## src/rtl/multicycle_pkg.sv

```systemverilog
// rtl/multicycle_pkg.sv - shared encodings for the multicycle RV32 control path
package multicycle_pkg;

  typedef enum logic [3:0] {
    S_FETCH     = 4'd0,
    S_DECODE    = 4'd1,
    S_MEM_ADDR  = 4'd2,
    S_MEM_READ  = 4'd3,
    S_MEM_WB    = 4'd4,
    S_MEM_WRITE = 4'd5,
    S_EXECUTE   = 4'd6,
    S_ALU_WB    = 4'd7,
    S_BRANCH    = 4'd8
  } state_t;

  localparam logic [6:0] OP_RTYPE  = 7'b0110011;
  localparam logic [6:0] OP_LOAD   = 7'b0000011;
  localparam logic [6:0] OP_STORE  = 7'b0100011;
  localparam logic [6:0] OP_BRANCH = 7'b1100011;

  // ALUOp codes, also consumed by the ALU control decoder
  localparam logic [1:0] ALUOP_ADD   = 2'b00;
  localparam logic [1:0] ALUOP_SUB   = 2'b01;
  localparam logic [1:0] ALUOP_FUNCT = 2'b10;

  localparam logic [1:0] SRCA_PC    = 2'b00;
  localparam logic [1:0] SRCA_REGA  = 2'b01;
  localparam logic [1:0] SRCA_OLDPC = 2'b10;

  localparam logic [1:0] SRCB_REGB = 2'b00;
  localparam logic [1:0] SRCB_FOUR = 2'b01;
  localparam logic [1:0] SRCB_IMM  = 2'b10;

  localparam logic PCSRC_ALU    = 1'b0;
  localparam logic PCSRC_ALUOUT = 1'b1;

  // Bundle of every decoded control output, so reset can clear them in one place
  typedef struct packed {
    logic       pc_write;
    logic       pc_write_cond;
    logic       ior_d;
    logic       mem_read;
    logic       mem_write;
    logic       mem_to_reg;
    logic       ir_write;
    logic       reg_write;
    logic [1:0] alu_src_a;
    logic [1:0] alu_src_b;
    logic [1:0] alu_op;
    logic       pc_source;
    logic       illegal_op;
    logic       instr_done;
  } ctrl_t;

endpackage

```

## src/rtl/main_control_fsm_if.sv

```systemverilog
// rtl/main_control_fsm_if.sv - control FSM to datapath signal bundle
interface main_control_fsm_if;
  logic [6:0] opcode;
  logic       mem_ready;
  logic       PCWrite;
  logic       PCWriteCond;
  logic       IorD;
  logic       MemRead;
  logic       MemWrite;
  logic       MemtoReg;
  logic       IRWrite;
  logic       RegWrite;
  logic [1:0] ALUSrcA;
  logic [1:0] ALUSrcB;
  logic [1:0] ALUOp;
  logic       PCSource;
  logic       illegal_op;
  logic       instr_done;
  logic [3:0] state;

  modport master (
    input  opcode, mem_ready,
    output PCWrite, PCWriteCond, IorD, MemRead, MemWrite, MemtoReg, IRWrite,
           RegWrite, ALUSrcA, ALUSrcB, ALUOp, PCSource, illegal_op, instr_done, state
  );

  modport slave (
    output opcode, mem_ready,
    input  PCWrite, PCWriteCond, IorD, MemRead, MemWrite, MemtoReg, IRWrite,
           RegWrite, ALUSrcA, ALUSrcB, ALUOp, PCSource, illegal_op, instr_done, state
  );
endinterface

```

## src/rtl/main_control_fsm.sv

```systemverilog
// rtl/main_control_fsm.sv - multicycle RV32 main control state machine
module main_control_fsm
  import multicycle_pkg::*;
(
  input  logic                  clk,
  input  logic                  reset,
  main_control_fsm_if.master    bus
);

  state_t state_q;
  state_t state_d;
  ctrl_t  ctrl;
  ctrl_t  ctrl_o;

  // State register; reset parks the machine in FETCH
  always_ff @(posedge clk) begin
    if (!reset) state_q <= S_FETCH;
    else        state_q <= state_d;
  end

  // Next-state and per-state control decode
  always_comb begin
    state_d = S_FETCH;
    ctrl    = '0;
    case (state_q)
      S_FETCH: begin
        ctrl.mem_read  = 1'b1;
        ctrl.alu_src_a = SRCA_PC;
        ctrl.alu_src_b = SRCB_FOUR;
        ctrl.alu_op    = ALUOP_ADD;
        ctrl.pc_source = PCSRC_ALU;
        if (bus.mem_ready) begin
          ctrl.ir_write = 1'b1;
          ctrl.pc_write = 1'b1;
          state_d       = S_DECODE;
        end else begin
          state_d = S_FETCH;
        end
      end
      S_DECODE: begin
        // Speculatively form the branch target OldPC+imm into ALUOut
        ctrl.alu_src_a = SRCA_OLDPC;
        ctrl.alu_src_b = SRCB_IMM;
        ctrl.alu_op    = ALUOP_ADD;
        case (bus.opcode)
          OP_RTYPE:          state_d = S_EXECUTE;
          OP_LOAD, OP_STORE: state_d = S_MEM_ADDR;
          OP_BRANCH:         state_d = S_BRANCH;
          default: begin
            ctrl.illegal_op = 1'b1;
            ctrl.instr_done = 1'b1;
            state_d         = S_FETCH;
          end
        endcase
      end
      S_MEM_ADDR: begin
        ctrl.alu_src_a = SRCA_REGA;
        ctrl.alu_src_b = SRCB_IMM;
        ctrl.alu_op    = ALUOP_ADD;
        if (bus.opcode == OP_LOAD)       state_d = S_MEM_READ;
        else if (bus.opcode == OP_STORE) state_d = S_MEM_WRITE;
        else                             state_d = S_FETCH;
      end
      S_MEM_READ: begin
        ctrl.mem_read = 1'b1;
        ctrl.ior_d    = 1'b1;
        state_d       = bus.mem_ready ? S_MEM_WB : S_MEM_READ;
      end
      S_MEM_WB: begin
        ctrl.reg_write  = 1'b1;
        ctrl.mem_to_reg = 1'b1;
        ctrl.instr_done = 1'b1;
        state_d         = S_FETCH;
      end
      S_MEM_WRITE: begin
        ctrl.mem_write  = 1'b1;
        ctrl.ior_d      = 1'b1;
        ctrl.instr_done = bus.mem_ready;
        state_d         = bus.mem_ready ? S_FETCH : S_MEM_WRITE;
      end
      S_EXECUTE: begin
        ctrl.alu_src_a = SRCA_REGA;
        ctrl.alu_src_b = SRCB_REGB;
        ctrl.alu_op    = ALUOP_FUNCT;
        state_d        = S_ALU_WB;
      end
      S_ALU_WB: begin
        ctrl.reg_write  = 1'b1;
        ctrl.instr_done = 1'b1;
        state_d         = S_FETCH;
      end
      S_BRANCH: begin
        // PC write is qualified by ALU zero in the datapath
        ctrl.alu_src_a     = SRCA_REGA;
        ctrl.alu_src_b     = SRCB_REGB;
        ctrl.alu_op        = ALUOP_SUB;
        ctrl.pc_write_cond = 1'b1;
        ctrl.pc_source     = PCSRC_ALUOUT;
        ctrl.instr_done    = 1'b1;
        state_d            = S_FETCH;
      end
      default: state_d = S_FETCH;
    endcase
  end

  // Reset suppresses every strobe immediately, dropping any in-flight access
  assign ctrl_o          = reset ? ctrl : '0;
  assign bus.state       = reset ? state_q : S_FETCH;
  assign bus.PCWrite     = ctrl_o.pc_write;
  assign bus.PCWriteCond = ctrl_o.pc_write_cond;
  assign bus.IorD        = ctrl_o.ior_d;
  assign bus.MemRead     = ctrl_o.mem_read;
  assign bus.MemWrite    = ctrl_o.mem_write;
  assign bus.MemtoReg    = ctrl_o.mem_to_reg;
  assign bus.IRWrite     = ctrl_o.ir_write;
  assign bus.RegWrite    = ctrl_o.reg_write;
  assign bus.ALUSrcA     = ctrl_o.alu_src_a;
  assign bus.ALUSrcB     = ctrl_o.alu_src_b;
  assign bus.ALUOp       = ctrl_o.alu_op;
  assign bus.PCSource    = ctrl_o.pc_source;
  assign bus.illegal_op  = ctrl_o.illegal_op;
  assign bus.instr_done  = ctrl_o.instr_done;

endmodule

```

## src/flat_wrapper.sv

```systemverilog
// flat-port wrapper written by rule: the top's interface ports become plain ports
module main_control_fsm_flat import multicycle_pkg::*;
  (clk, reset, bus_opcode, bus_mem_ready, bus_PCWrite, bus_PCWriteCond, bus_IorD, bus_MemRead, bus_MemWrite, bus_MemtoReg, bus_IRWrite, bus_RegWrite, bus_ALUSrcA, bus_ALUSrcB, bus_ALUOp, bus_PCSource, bus_illegal_op, bus_instr_done, bus_state);
  main_control_fsm_if bus_i ();
  input  logic clk;
  input  logic reset;
  input wire logic [$bits(bus_i.opcode)-1:0] bus_opcode;
  input wire logic [$bits(bus_i.mem_ready)-1:0] bus_mem_ready;
  output wire logic [$bits(bus_i.PCWrite)-1:0] bus_PCWrite;
  output wire logic [$bits(bus_i.PCWriteCond)-1:0] bus_PCWriteCond;
  output wire logic [$bits(bus_i.IorD)-1:0] bus_IorD;
  output wire logic [$bits(bus_i.MemRead)-1:0] bus_MemRead;
  output wire logic [$bits(bus_i.MemWrite)-1:0] bus_MemWrite;
  output wire logic [$bits(bus_i.MemtoReg)-1:0] bus_MemtoReg;
  output wire logic [$bits(bus_i.IRWrite)-1:0] bus_IRWrite;
  output wire logic [$bits(bus_i.RegWrite)-1:0] bus_RegWrite;
  output wire logic [$bits(bus_i.ALUSrcA)-1:0] bus_ALUSrcA;
  output wire logic [$bits(bus_i.ALUSrcB)-1:0] bus_ALUSrcB;
  output wire logic [$bits(bus_i.ALUOp)-1:0] bus_ALUOp;
  output wire logic [$bits(bus_i.PCSource)-1:0] bus_PCSource;
  output wire logic [$bits(bus_i.illegal_op)-1:0] bus_illegal_op;
  output wire logic [$bits(bus_i.instr_done)-1:0] bus_instr_done;
  output wire logic [$bits(bus_i.state)-1:0] bus_state;
  assign bus_i.opcode = bus_opcode;
  assign bus_i.mem_ready = bus_mem_ready;
  assign bus_PCWrite = bus_i.PCWrite;
  assign bus_PCWriteCond = bus_i.PCWriteCond;
  assign bus_IorD = bus_i.IorD;
  assign bus_MemRead = bus_i.MemRead;
  assign bus_MemWrite = bus_i.MemWrite;
  assign bus_MemtoReg = bus_i.MemtoReg;
  assign bus_IRWrite = bus_i.IRWrite;
  assign bus_RegWrite = bus_i.RegWrite;
  assign bus_ALUSrcA = bus_i.ALUSrcA;
  assign bus_ALUSrcB = bus_i.ALUSrcB;
  assign bus_ALUOp = bus_i.ALUOp;
  assign bus_PCSource = bus_i.PCSource;
  assign bus_illegal_op = bus_i.illegal_op;
  assign bus_instr_done = bus_i.instr_done;
  assign bus_state = bus_i.state;
  main_control_fsm u_core (.clk(clk), .reset(reset), .bus(bus_i));
endmodule
```

## config.mk

```make
export PLATFORM = sky130hd
export DESIGN_NAME = main_control_fsm_flat
export DESIGN_NICKNAME = d
export VERILOG_FILES = /design/src/rtl/multicycle_pkg.sv /design/src/rtl/main_control_fsm_if.sv /design/src/rtl/main_control_fsm.sv /design/src/flat_wrapper.sv
export SDC_FILE = /design/constraint.sdc
export NUM_CORES = 1
export LEC_CHECK = 0
export BUFFER_PORTS_ARGS = -buffer_cell sky130_fd_sc_hd__buf_2
export CORE_MARGIN = 4
export CORE_UTILIZATION = 43
export CTS_BUF_LIST = sky130_fd_sc_hd__clkbuf_8 sky130_fd_sc_hd__clkbuf_16
export CTS_CLUSTER_DIAMETER = 30
export CTS_CLUSTER_SIZE = 12
export DETAILED_ROUTE_END_ITERATION = 8
export GPL_TIMING_DRIVEN = 0
export PLACE_DENSITY_LB_ADDON = 0.12
export SLEW_MARGIN = 20
export SYNTH_ARGS = -nofsm -noshare
export SYNTH_HDL_FRONTEND = slang
export SYNTH_SLANG_ARGS = --single-unit
```

## constraint.sdc

```tcl
create_clock -name clk -period 1.6 [get_ports clk]
set_clock_uncertainty 0.05 [all_clocks]
set_input_delay 0.32 -clock clk [delete_from_list [all_inputs] [get_ports clk]]
set_output_delay 0.32 -clock clk [all_outputs]
set_load 0.02 [all_outputs]
```

* After elaboration in Yosys (flattened, before gate mapping)
Cells that the tools add are included.
Storage, ports and cells: bits in registers 4, output and inout bits 21, logic and storage cells 41
Operators by class: equality and inequality tests 12, muxes and demuxes 21, reductions and logical operators 7
Operators with widths (number):
- $pmux W6 S5 | 1
- $pmux W4 S6 | 1
- $mux W17 | 1
- $eq A4 B3 Y1 const B | 4
- $eq A7 B6 Y1 const B | 2
- $mux W3 | 4
- $pmux W4 S3 | 1
- $mux W1 | 10
- $eq A4 B2 Y1 const B | 2
- $reduce_or A2 Y1 | 4
- $eq A7 B2 Y1 const B | 1
- $eq A7 B7 Y1 const B | 1
- $eq A4 B1 Y1 const B | 1
- $eq A4 B4 Y1 const B | 1
- $logic_not A4 Y1 | 1
- $mux W4 | 1
- $reduce_or A4 Y1 | 1
- $pmux W1 S3 | 1
- $reduce_or A3 Y1 | 1
- $mux W2 | 1

* Depth between registers and ports, before layout
depth in word-level cells 5, depth in mapped cells 6

* Worst setup path after synthesis
Ideal clock, no wire load.
kind reg-to-output, from reg u_core.state_q[1], to out bus_ALUSrcA[0], arrival time 1423 ps, setup slack -193 ps, cell stages (with the launch flop) 4, cells stage by stage dfxtp_1 buf_2 mux2_2 nor3b_1
Between the ends: longest elaborated chain between the ends 3, elaborated cells on any way between the ends 7, classes of those cells eq/ne: 4; mux: 2; reduce/logical: 1
RTL lines:
- start, declared | RTL line main_control_fsm.sv:10 | state_t state_q;
- start signal, assigned | RTL line main_control_fsm.sv:18 | else state_q <= state_d;
- $eq A4 B4 Y1, or another cell as far along | RTL line main_control_fsm.sv:25 | case (state_q)
- $pmux W6 S5 (*) | RTL line main_control_fsm.sv:25
- $mux W17 (*) | RTL line main_control_fsm.sv:107 | assign ctrl_o = reset ? ctrl : '0;
- end, declared | RTL line flat_wrapper.sv:17 | output wire logic [$bits(bus_i.ALUSrcA)-1:0] bus_ALUSrcA;
Mark *: on every way between the ends. The rest lies on a longest branch, timed or not.

* Final worst setup path
from reg u_core.state_q[0], to out bus_MemRead
Between the ends: longest elaborated chain between the ends 4, elaborated cells on any way between the ends 5, classes of those cells eq/ne: 1; mux: 2; reduce/logical: 2
RTL lines:
- $eq A4 B2 Y1 or $logic_not A4 Y1 (tied branches) | RTL line main_control_fsm.sv:25
- $reduce_or A2 Y1 (no line) (*)
- $mux W1 (*) | RTL line main_control_fsm.sv:25
- $mux W17 (*) | RTL line main_control_fsm.sv:107
- end, declared | RTL line flat_wrapper.sv:12 | output wire logic [$bits(bus_i.MemRead)-1:0] bus_MemRead;
Marked as above.

==> impl_results.md <==
- Routed vias/inst: 6.71
- Arrival @ worst endpoint: 1.47 ns
- Sw Share: 30.6%
- Pre-CTS setup slack: -0.238 ns
- Cell type with the largest total area after synthesis: dfxtp_1
- Global route overflow: 0
- Starting Density: 48.8%
- Synth area leaders: dfxtp_1 (14%), and2_1 (6.6%), nand2_1 (6.6%), nand2b_1 (6.6%), nor2_1 (5.9%)
- Inserted Clock Buffers: 3
- Psw: 0.000138 W
- Internal power: 0.000314 W
- DRT Pass-1 Iters: 6
- # rows: 12
- Minimum clock period: 1.84 ns
- Post-synthesis register bit count: 4
- FF-to-FF path depth: 4
- Count of yosys warnings during synthesis: 0
- Setup CP Type: flop to output pin
- Mapped Avg Cell Area: 6.50 um^2
- Pwr Total: 0.000452 W
- Max Slew Vio Count: 0
- Core area: 0.00117 mm^2
- Synth cell types: 32
- Yosys top cell area share: 14.0%
- Antenna violations before repair: 0
- Nets: 137
- Worst Path Max Fanout: 8
- Clk buf depth: 2
- Die width: 44.5 um
- Seq/Total Area, Yosys: 14.0%
- CTS tree: done
- Routed vias: 933
- Pleak: 0.486 nW
- Synth Net Count: 98
- Max-slew headroom: 74.2%
- Top reg by flops: u_core.state_q
- Fin crit share: 115%
- H-tree Lvls: 1
- Crit. End Element: output pin
- Synth-to-Final Area Change: 94.1%
- Dpl hpwl: 1.25 mm
- Hold depth: 3
- Top Registers: u_core.state_q: 4 flops
- Number of global-route vias before repair: 763
- Clk root buf: clkbuf_8
- Worst IR Drop VDD: 0.000648 V
- Worst-Skew Late Latency: 0.22 ns
- Hold Crit Class: input port to flop
- First-pass GRT wire length: 3.34 mm
- Worst hold slack: 0.342 ns
- DRC: 0
- Largest net degree at the start of global routing: 11
- Post-Synthesis Cells: 88
- Avg WL per Cell: 21.4 um
- Sink Count: 4
- Routed wire length: 2.98 mm
- Most common cell after layout, fill and taps aside: buf_4
- Worst-Margin Slew: 0.386 ns
- Failing checks: setup timing
- Die area: 0.00198 mm^2
- Final Hold Viols: 0
- RePlAce Congestion: 0.774
- Reg-to-reg setup timing slack: 0.10 ns
- Status: finished with violations
- Final WS setup: -0.239 ns
- Overall Global Routing Usage: 23.1%
- Commonest cells after routing, fill and taps aside: buf_4 (16), buf_2 (13), buf_6 (12)
- Pwr Density: 407 mW/mm^2
- Input/output buffers: 30
- CP Launch Type: flop
- Max FFs per register: 4
- Antenna Violating Nets Remaining: 0
- Top-Level Pins: 31
- RSZ-0062 raised after global routing: true
- Highest Clock Rate: 0.544 GHz
- Die Ht: 44.5 um
- CP required: 1.23 ns
- Final setup viols: 16
- Part of the power in the clock network: 47.9%
- Cell Area, Synth: 572 um^2
- Fill count: 35
- Max Cap Viol: 0
- Comb pwr share: 29.6%
- Share of layout cells above drive strength 1: 61.6%
- ANT cells: 0
- Iteration-0 DRC Markers: 52
- Seq pwr share: 22.5%
- Util after Layout: 94.8%
- Reg clk slew, reported paths: 0.03 ns
## worst max-delay path: stages, from the launching register on
cell	delay, ns
dfxtp_4	0.40
nand2b_1	0.34
nand2_1	0.16
nor2_1	0.15
buf_2	0.19
## path summary, 6_finish.rpt
path                      from                 to
max          u_core.state_q[0]        bus_MemRead
min              bus_opcode[6]  u_core.state_q[3]
max reg2reg  u_core.state_q[0]  u_core.state_q[1]
min reg2reg  u_core.state_q[2]  u_core.state_q[3]
## Yosys cell counts (all sizes together)
master and number:
nand2 10, nor2 9, buf 8, a21oi 6, and2 6, nand2b 6, nor3 5, o21ai 5
dfxtp 4, nand3 3, nor2b 3, nor4 3, clkbuf 2, nand3b 2, nor3b 2, a211o 1
a211oi 1, a2bb2oi 1, a31oi 1, and3 1, inv 1, mux2 1, mux2i 1, nand4bb 1
o21bai 1, o221a 1, or4 1, xnor2 1, xor2 1
## final cells by class
class	instances	area [um^2]	area share [%]
multi-input combinational	73	597	53.8
buffer	7	76.3	6.88
timing repair buffer	37	279	25.1
sequential	4	95.1	8.57
clock buffer	3	41.3	3.72
inverter	1	3.75	0.338
tap	14	17.5	1.58
## cell families (layout without fill, tap and decap cells)
kind of cell              after synthesis  count (layout)  synth area share (%)
muxes                                   2               2                  3.72
and+or+nand+nor                        52              52                  51.0
DFF                                     4               4                  14.0
buffers and inverters                  11              48                  9.85
xor gates and xnor gates                2               2                  3.06
AOI/OAI and AO/OA                      17              17                  18.4
## routing by layer
layer | wire length, um | GRT usage [%] | up-vias
li1 | - | - | 379
met1 | 947 | 23.1 | 434
met2 | 1480 | 39.8 | 93
met3 | 354 | 6.91 | 27
met4 | 201 | 16.9 | 0
met5 | 0 | 0 | -
## power by group through the flow
stage	Clock (W)	Sequential (W)	Combinational, W
after floorplan	0	0.000105	0.0000593
after global routing	0.000226	0.000102	0.000140
after CTS	0.000216	0.000104	0.000114
after global placement	0	0.000106	0.0000911
after detailed placement	0	0.000106	0.0000930
final	0.000217	0.000101	0.000134
## what timing repair did
action / CTS / global route
setup buffers: 6 / 1
pin swaps: 4 / 7
endpoints found under the setup margin: 17 / 17
hold buffers: 0 / 0
resized for setup: 53 / 27
## per-stage QoR
| stage | setup TNS [ns] | instance area [um^2] | instances |
|---|---|---|---|
| after floorplan | -0.0851 | 594 | 88 |
| after global placement | -0.540 | 762 | 132 |
| after detailed placement | -0.657 | 762 | 132 |
| after CTS | -1.48 | 1030 | 140 |
| after global routing | -2.51 | 1110 | 139 |
| final | -1.91 | 1110 | 139 |
Note: power is estimated with default switching activity, not from simulation.
